**config.mk**
```make
export PLATFORM = sky130hd
export DESIGN_NAME = if_fetch_unit_flat
export DESIGN_NICKNAME = d
export VERILOG_FILES = /design/src/rtl/if_fetch_unit_pkg.sv /design/src/rtl/if_fetch_unit_if.sv /design/src/rtl/if_fetch_unit_pc_reg.sv /design/src/rtl/if_fetch_unit.sv /design/src/flat_wrapper.sv
export SDC_FILE = /design/constraint.sdc
export NUM_CORES = 1
export LEC_CHECK = 0
export CORE_AREA = 4 4 148 150
export DETAILED_ROUTE_END_ITERATION = 8
export DIE_AREA = 0 0 152 154
export PLACE_DENSITY = 0.95
export SLEW_MARGIN = 20
export SYNTH_ARGS = -nofsm -noshare
export SYNTH_HDL_FRONTEND = slang
export SYNTH_SLANG_ARGS = --single-unit
export TNS_END_PERCENT = 1
```
**constraint.sdc**
```tcl
create_clock -name clk -period 21.3 [get_ports clk]
set_input_delay 3.195 -clock clk [delete_from_list [all_inputs] [get_ports clk]]
set_output_delay 3.195 -clock clk [all_outputs]
set_load 0.005 [all_outputs]
```
**src/rtl/if_fetch_unit_pkg.sv**
```systemverilog
// rtl/if_fetch_unit_pkg.sv - shared fetch-stage types and constants
// Purpose: fetch FSM state encoding, opcode field bounds, PC increment and
//          opcode constants shared with the main controller.
// Ports:   none (package if_pkg).
package if_pkg;

  typedef enum logic [1:0] {
    REQ  = 2'd0,
    WAIT = 2'd1,
    HOLD = 2'd2
  } fetch_state_e;

  localparam int OPCODE_MSB = 31;
  localparam int OPCODE_LSB = 21;
  localparam int PC_INC     = 4;

  localparam logic [10:0] OP_LDUR    = 11'b11111000010;
  localparam logic [10:0] OP_STUR    = 11'b11111000000;
  localparam logic [7:0]  OP_CBZ_PFX = 8'b10110100;

endpackage

```
**src/rtl/if_fetch_unit_if.sv**
```systemverilog
// rtl/if_fetch_unit_if.sv - instruction memory request/response bundle
// Purpose: groups the fetch-side instruction memory handshake.
// Ports:   imem_req_valid/ready/addr (request), imem_rsp_valid/data (response).
//          master = fetch unit, slave = instruction memory.
interface if_fetch_unit_if #(
  parameter int ADDR_W  = 64,
  parameter int INSTR_W = 32
);

  logic               imem_req_valid;
  logic               imem_req_ready;
  logic [ADDR_W-1:0]  imem_req_addr;
  logic               imem_rsp_valid;
  logic [INSTR_W-1:0] imem_rsp_data;

  modport master (
    output imem_req_valid,
    output imem_req_addr,
    input  imem_req_ready,
    input  imem_rsp_valid,
    input  imem_rsp_data
  );

  modport slave (
    input  imem_req_valid,
    input  imem_req_addr,
    output imem_req_ready,
    output imem_rsp_valid,
    output imem_rsp_data
  );

endinterface

```
**src/rtl/if_fetch_unit_pc_reg.sv**
```systemverilog
// rtl/if_fetch_unit_pc_reg.sv - program counter register
// Purpose: holds the fetch PC; redirect loads a word-aligned target, advance
//          loads basePc + 4 (wraps silently modulo 2^ADDR_W).
// Ports:   clk, rst, load/loadPc (redirect), advance/basePc (sequential), pc.
import if_pkg::*;

module if_pc_reg #(
  parameter int                 ADDR_W   = 64,
  parameter logic [ADDR_W-1:0]  RESET_PC = '0
) (
  input  logic              clk,
  input  logic              rst,
  input  logic              load,
  input  logic [ADDR_W-1:0] loadPc,
  input  logic              advance,
  input  logic [ADDR_W-1:0] basePc,
  output logic [ADDR_W-1:0] pc
);

  always_ff @(posedge clk or posedge rst) begin
    if (rst) begin
      pc <= RESET_PC;
    end else if (load) begin
      // Redirect wins over sequential advance; low bits forced to word alignment.
      pc <= {loadPc[ADDR_W-1:2], 2'b00};
    end else if (advance) begin
      pc <= basePc + ADDR_W'(PC_INC);
    end
  end

endmodule

```
**src/rtl/if_fetch_unit.sv**
```systemverilog
// rtl/if_fetch_unit.sv - LEGv8 instruction fetch stage
// Purpose: owns the PC, issues one outstanding word read at a time, presents
//          instr/instr_pc/ins_op to decode, and honours branch redirects.
// Ports:   clk, rst (async, active-high); imem (if_fetch_unit_if.master);
//          stall, redirect, redirect_pc in; instr_valid, instr, instr_pc, ins_op out.
//          With IF_PERF_CNT_EN defined: perf_fetched, perf_flushed (saturating).
import if_pkg::*;

module if_fetch_unit #(
  parameter int                ADDR_W   = 64,
  parameter int                INSTR_W  = 32,
  parameter logic [ADDR_W-1:0] RESET_PC = '0
) (
  input  logic                clk,
  input  logic                rst,
  if_fetch_unit_if.master     imem,
  input  logic                stall,
  input  logic                redirect,
  input  logic [ADDR_W-1:0]   redirect_pc,
  output logic                instr_valid,
  output logic [INSTR_W-1:0]  instr,
  output logic [ADDR_W-1:0]   instr_pc,
  output logic [10:0]         ins_op
`ifdef IF_PERF_CNT_EN
  ,
  output logic [31:0]         perf_fetched,
  output logic [31:0]         perf_flushed
`endif
);

  fetch_state_e      state, stateNext;
  logic              drop, dropNext;
  logic [ADDR_W-1:0] pc;
  logic [ADDR_W-1:0] reqPc;
  logic              reqFire;
  logic              rspIn;
  logic              deliver;
  logic              discard;

  // Request valid is held low while reset is asserted even though the state is REQ.
  assign imem.imem_req_valid = (state == REQ) && !rst;
  assign imem.imem_req_addr  = pc;

  assign reqFire = (state == REQ) && imem.imem_req_ready;
  // Responses outside WAIT (e.g. a late pulse after reset) are ignored.
  assign rspIn   = (state == WAIT) && imem.imem_rsp_valid;
  assign deliver = rspIn && !drop && !redirect;
  assign discard = rspIn && (drop || redirect);

  if_pc_reg #(
    .ADDR_W   (ADDR_W),
    .RESET_PC (RESET_PC)
  ) u_pc_reg (
    .clk     (clk),
    .rst     (rst),
    .load    (redirect),
    .loadPc  (redirect_pc),
    .advance (deliver),
    .basePc  (reqPc),
    .pc      (pc)
  );

  always_comb begin
    stateNext = state;
    dropNext  = drop;
    case (state)
      REQ: begin
        if (reqFire) begin
          stateNext = WAIT;
          // A request accepted alongside a redirect fetches the old path.
          dropNext  = redirect;
        end
      end
      WAIT: begin
        if (rspIn) begin
          dropNext  = 1'b0;
          stateNext = (deliver && stall) ? HOLD : REQ;
        end else if (redirect) begin
          dropNext  = 1'b1;
        end
      end
      HOLD: begin
        if (redirect || !stall) stateNext = REQ;
      end
      default: stateNext = REQ;
    endcase
  end

  always_ff @(posedge clk or posedge rst) begin
    if (rst) begin
      state       <= REQ;
      drop        <= 1'b0;
      reqPc       <= '0;
      instr_valid <= 1'b0;
      instr       <= '0;
      instr_pc    <= '0;
      ins_op      <= '0;
    end else begin
      state <= stateNext;
      drop  <= dropNext;
      if (reqFire) reqPc <= pc;
      if (redirect) begin
        instr_valid <= 1'b0;
      end else if (deliver) begin
        instr_valid <= 1'b1;
        instr       <= imem.imem_rsp_data;
        instr_pc    <= reqPc;
        ins_op      <= imem.imem_rsp_data[OPCODE_MSB:OPCODE_LSB];
      end else if (instr_valid && !stall) begin
        instr_valid <= 1'b0;
      end
    end
  end

`ifdef IF_PERF_CNT_EN
  always_ff @(posedge clk or posedge rst) begin
    if (rst) begin
      perf_fetched <= '0;
      perf_flushed <= '0;
    end else begin
      if (deliver && (perf_fetched != '1)) perf_fetched <= perf_fetched + 32'd1;
      if (discard && (perf_flushed != '1)) perf_flushed <= perf_flushed + 32'd1;
    end
  end
`else
  logic unusedDiscard;
  assign unusedDiscard = discard;
`endif

endmodule

```
**src/flat_wrapper.sv**
```systemverilog
// flat-port wrapper written by rule: the top's interface ports become plain ports
module if_fetch_unit_flat 
#(
  parameter int                ADDR_W   = 64,
  parameter int                INSTR_W  = 32,
  parameter logic [ADDR_W-1:0] RESET_PC = '0
)
  (clk, rst, stall, redirect, redirect_pc, instr_valid, instr, instr_pc, ins_op, imem_imem_req_valid, imem_imem_req_addr, imem_imem_req_ready, imem_imem_rsp_valid, imem_imem_rsp_data);
  if_fetch_unit_if #(.ADDR_W(ADDR_W), .INSTR_W(INSTR_W)) imem_i ();
  input  logic clk;
  input  logic rst;
  input  logic stall;
  input  logic redirect;
  input  logic [ADDR_W-1:0] redirect_pc;
  output logic instr_valid;
  output logic [INSTR_W-1:0] instr;
  output logic [ADDR_W-1:0] instr_pc;
  output logic [10:0] ins_op;
  output wire logic [$bits(imem_i.imem_req_valid)-1:0] imem_imem_req_valid;
  output wire logic [$bits(imem_i.imem_req_addr)-1:0] imem_imem_req_addr;
  input wire logic [$bits(imem_i.imem_req_ready)-1:0] imem_imem_req_ready;
  input wire logic [$bits(imem_i.imem_rsp_valid)-1:0] imem_imem_rsp_valid;
  input wire logic [$bits(imem_i.imem_rsp_data)-1:0] imem_imem_rsp_data;
  assign imem_imem_req_valid = imem_i.imem_req_valid;
  assign imem_imem_req_addr = imem_i.imem_req_addr;
  assign imem_i.imem_req_ready = imem_imem_req_ready;
  assign imem_i.imem_rsp_valid = imem_imem_rsp_valid;
  assign imem_i.imem_rsp_data = imem_imem_rsp_data;
  if_fetch_unit #(.ADDR_W(ADDR_W), .INSTR_W(INSTR_W), .RESET_PC(RESET_PC)) u_core (.clk(clk), .rst(rst), .imem(imem_i), .stall(stall), .redirect(redirect), .redirect_pc(redirect_pc), .instr_valid(instr_valid), .instr(instr), .instr_pc(instr_pc), .ins_op(ins_op));
endmodule
```
==> results_dict.tcl <==
set metrics [dict create \
    async_flop_share_pct 100 \
    clk_pin_slew_worst_paths_ps 60 \
    p_sw_share_pct 30.4 \
    criticalPathCategory "input port to output port" \
    grt_pass1_wl_mm 51.7 \
    cts_setup_buffers 0 \
    crit_top_cell "clkdlybuf4s50_1" \
    diodes 0 \
    vdd_ir_drop_max_v 0.0000610 \
    core_region_area_sq_mm 0.0207 \
    cell_internal_pwr_uw 1130 \
    cts_made_buffers 25 \
    final_cell_area_sq_mm 0.0144 \
    ys_seq_elements 228 \
    worstMarginPinSlew_ps 1110 \
    slew_headroom_pct 25.2 \
    viasPerCell 5.79 \
    yosysWarnings 0 \
    clk_path_buf_depth 3 \
    cpMaxStageDelayCell "clkdlybuf4s50_1" \
    arrival_ps 4420 \
    yosys-top-cells-count "nand2_1 (366), dfrtp_1 (228), mux2_2 (61), clkbuf_1 (58), o21ai_0 (42)" \
    cp.required_ps 18110 \
    yosysTopAreaCellShare_pct 52.9 \
    syn_nets 1244 \
    tns_ps 0 \
    area_growth_pct 33.9 \
    antenna_found_initial 0 \
    final_antenna_net_count 0 \
    synth_top_flop_cell "dfrtp_1" \
    initialDrtViolationCount 898 \
    hold_path_class "register to register" \
    pwr_density_cell_mw_per_mm2 112 \
    die-area_sq_mm 0.0234 \
    grt_use_total_pct 26.8 \
    drtPass1Iterations 5 \
    hold_buffers 0 \
    yosysMostFrequentCell "nand2_1" \
    grt_pass1_vias 9791 \
    hold_viol_final 0 \
    vias 9567 \
    combPwrFrac_pct 28.8 \
    crit_fanout 2 \
    fmax_mhz 131 \
    wl_per_cell_microns 19.6 \
    status "complete, no violations" \
    maxCapViolCount 0 \
    synth_edf_count 0 \
    avgSynthCellArea_sq_um 9.45 \
    drive_gt1_share_pct 9.67 \
    clock_latency_ps 510 \
    htree_levels 1 \
    yosysSeqAreaShare_pct 52.9 \
    period_minus_slack_ps 7610 \
    post-route-period-util_pct 35.7 \
    ctsResizeCount 0 \
    nets 1462 \
    grt_overflow_total 0 \
    syn_area_sq_mm 0.0108 \
    drv_slew 0 \
    hpwl_mm 21.1 \
    num_rows 53 \
    grt_setup_unrepaired "no" \
    synth_cell_types 52 \
    setup_viol 0 \
    endpoint_kind "output port" \
    fp.dieW_microns 152 \
    io_pins 275 \
    clockRootBuffer "clkbuf_16" \
    io_buffers 272 \
    cts_sinks 228 \
    grt_max_degree 160 \
    power.total_uw 1620 \
    clock_power_share_pct 28.2 \
    path_cells "clkdlybuf4s50_1 -> nor3_1 -> clkdlybuf4s50_1" \
    cts_tree "done" \
    start_kind "input port" \
    seqPwrFrac_pct 43.0 \
    drc 0 \
    layoutNonFillerInstCount 1651 \
    p_leak_uw 0.00631 \
    dpl_cell_area_sq_mm 0.0136 \
    yosysTopAreaCell "dfrtp_1" \
    die_y_microns 154 \
    max_stage_delay_ps 530 \
    routabilityCongestion 0.861 \
    placed_cells 1607 \
    switchingPower_uw 493 \
    final_util_pct 69.8 \
    skew_ps 7.39 \
    wl_mm 32.3 \
    synth_area_leaders "dfrtp_1 (53%), nand2_1 (13%), mux2_2 (6.4%)" \
    start_util_pct 52.1 \
    synthCells 1141 \
]
==> placed cells by master (no fill, tap or decap), types with 17 or more instances in the layout <==
cell	synthesis	layout
a21oi_1	31	31
xnor2_1	19	19
nor2_1	36	35
nand2_1	366	366
mux2i_1	20	20
dfrtp_1	228	228
nand4_1	30	30
nor3_1	17	17
o21ai_0	42	42
clkdlybuf4s50_1	0	271
nor4_1	20	20
nand3_1	25	25
mux2_2	61	61
clkbuf_16	0	25
==> critical path: cells and delay by family <==
kind,cells,cell delay (ps)
AND/OR/NAND/NOR,1,180
buffers and inverters,2,1050
==> sequential cells by signal (all words and copies together) (netlist names) <==
register and cells:
u_core.drop 1, u_core.ins_op 10, u_core.instr 22, u_core.instr_pc 64
u_core.instr_valid 1, u_core.reqPc 64, u_core.state 2, u_core.u_pc_reg.pc 64
==> kinds of logic after synthesis <==
kind of cell / count (synthesis) / synth area share (%)
and+or+nand+nor: 577 / 24.9
DFF: 228 / 52.9
AOI/OAI and AO/OA: 121 / 6.87
buffers and inverters: 99 / 4.08
muxes: 84 / 8.64
xor gates and xnor gates: 31 / 2.52
adders and majority gates: 1 / 0.116
==> final cells by class <==
| class | count | area (sq um) |
|---|---|---|
| Multi-Input combinational cell | 814 | 4690 |
| Clock inverter | 8 | 143 |
| Tap cell | 275 | 344 |
| Clock buffer | 36 | 727 |
| Sequential cell | 228 | 5710 |
| Inverter | 9 | 46.3 |
| Fill cell | 1490 | 6250 |
| Timing Repair Buffer | 281 | 2790 |
==> per-stage QoR <==
stage                     hold slack (ps)  worst slack, ps
after global routing                  492            13640
final                                 473            13690
after floorplan                       457            11860
after detailed placement              461            13710
after CTS                             476            13700
after global placement                457            13700
==> power groups by stage <==
stage	combinational, uW	sequential (uW)	clock, uW
after detailed placement	466	698	0
after CTS	473	694	463
after floorplan	207	665	0
final	468	697	457
after global routing	510	715	482
after global placement	451	690	0
==> routing by layer <==
layer | GRT usage, % | wire, microns | up-vias
li1 | - | - | 4334
met1 | 35.0 | 12900 | 4666
met2 | 45.3 | 15700 | 467
met3 | 5.01 | 2470 | 100
met4 | 9.46 | 1200 | 0
met5 | 0 | 0 | -
==> final timing paths <==
| kind | from | to | slack, ps | depth (start not counted) |
|---|---|---|---|---|
| max | rst | imem_imem_req_valid | 13690 | 3 |
| min | u_core.instr_pc[8]$_DFFE_PP0P_ | u_core.instr_pc[8]$_DFFE_PP0P_ | 470 | 2 |
| max reg2reg | u_core.state[1]$_DFFE_PP0P_ | u_core.u_pc_reg.pc[63]$_DFFE_PP0P_ | 18060 | 7 |
| min reg2reg | u_core.instr_pc[8]$_DFFE_PP0P_ | u_core.instr_pc[8]$_DFFE_PP0P_ | 470 | 2 |
| max in group asynchronous | rst | u_core.u_pc_reg.pc[28]$_DFFE_PP0P_ | 16630 | 3 |
| min in group asynchronous | rst | u_core.instr_pc[4]$_DFFE_PP0P_ | 3280 | 2 |
Note: power is estimated with default switching activity, not from simulation.
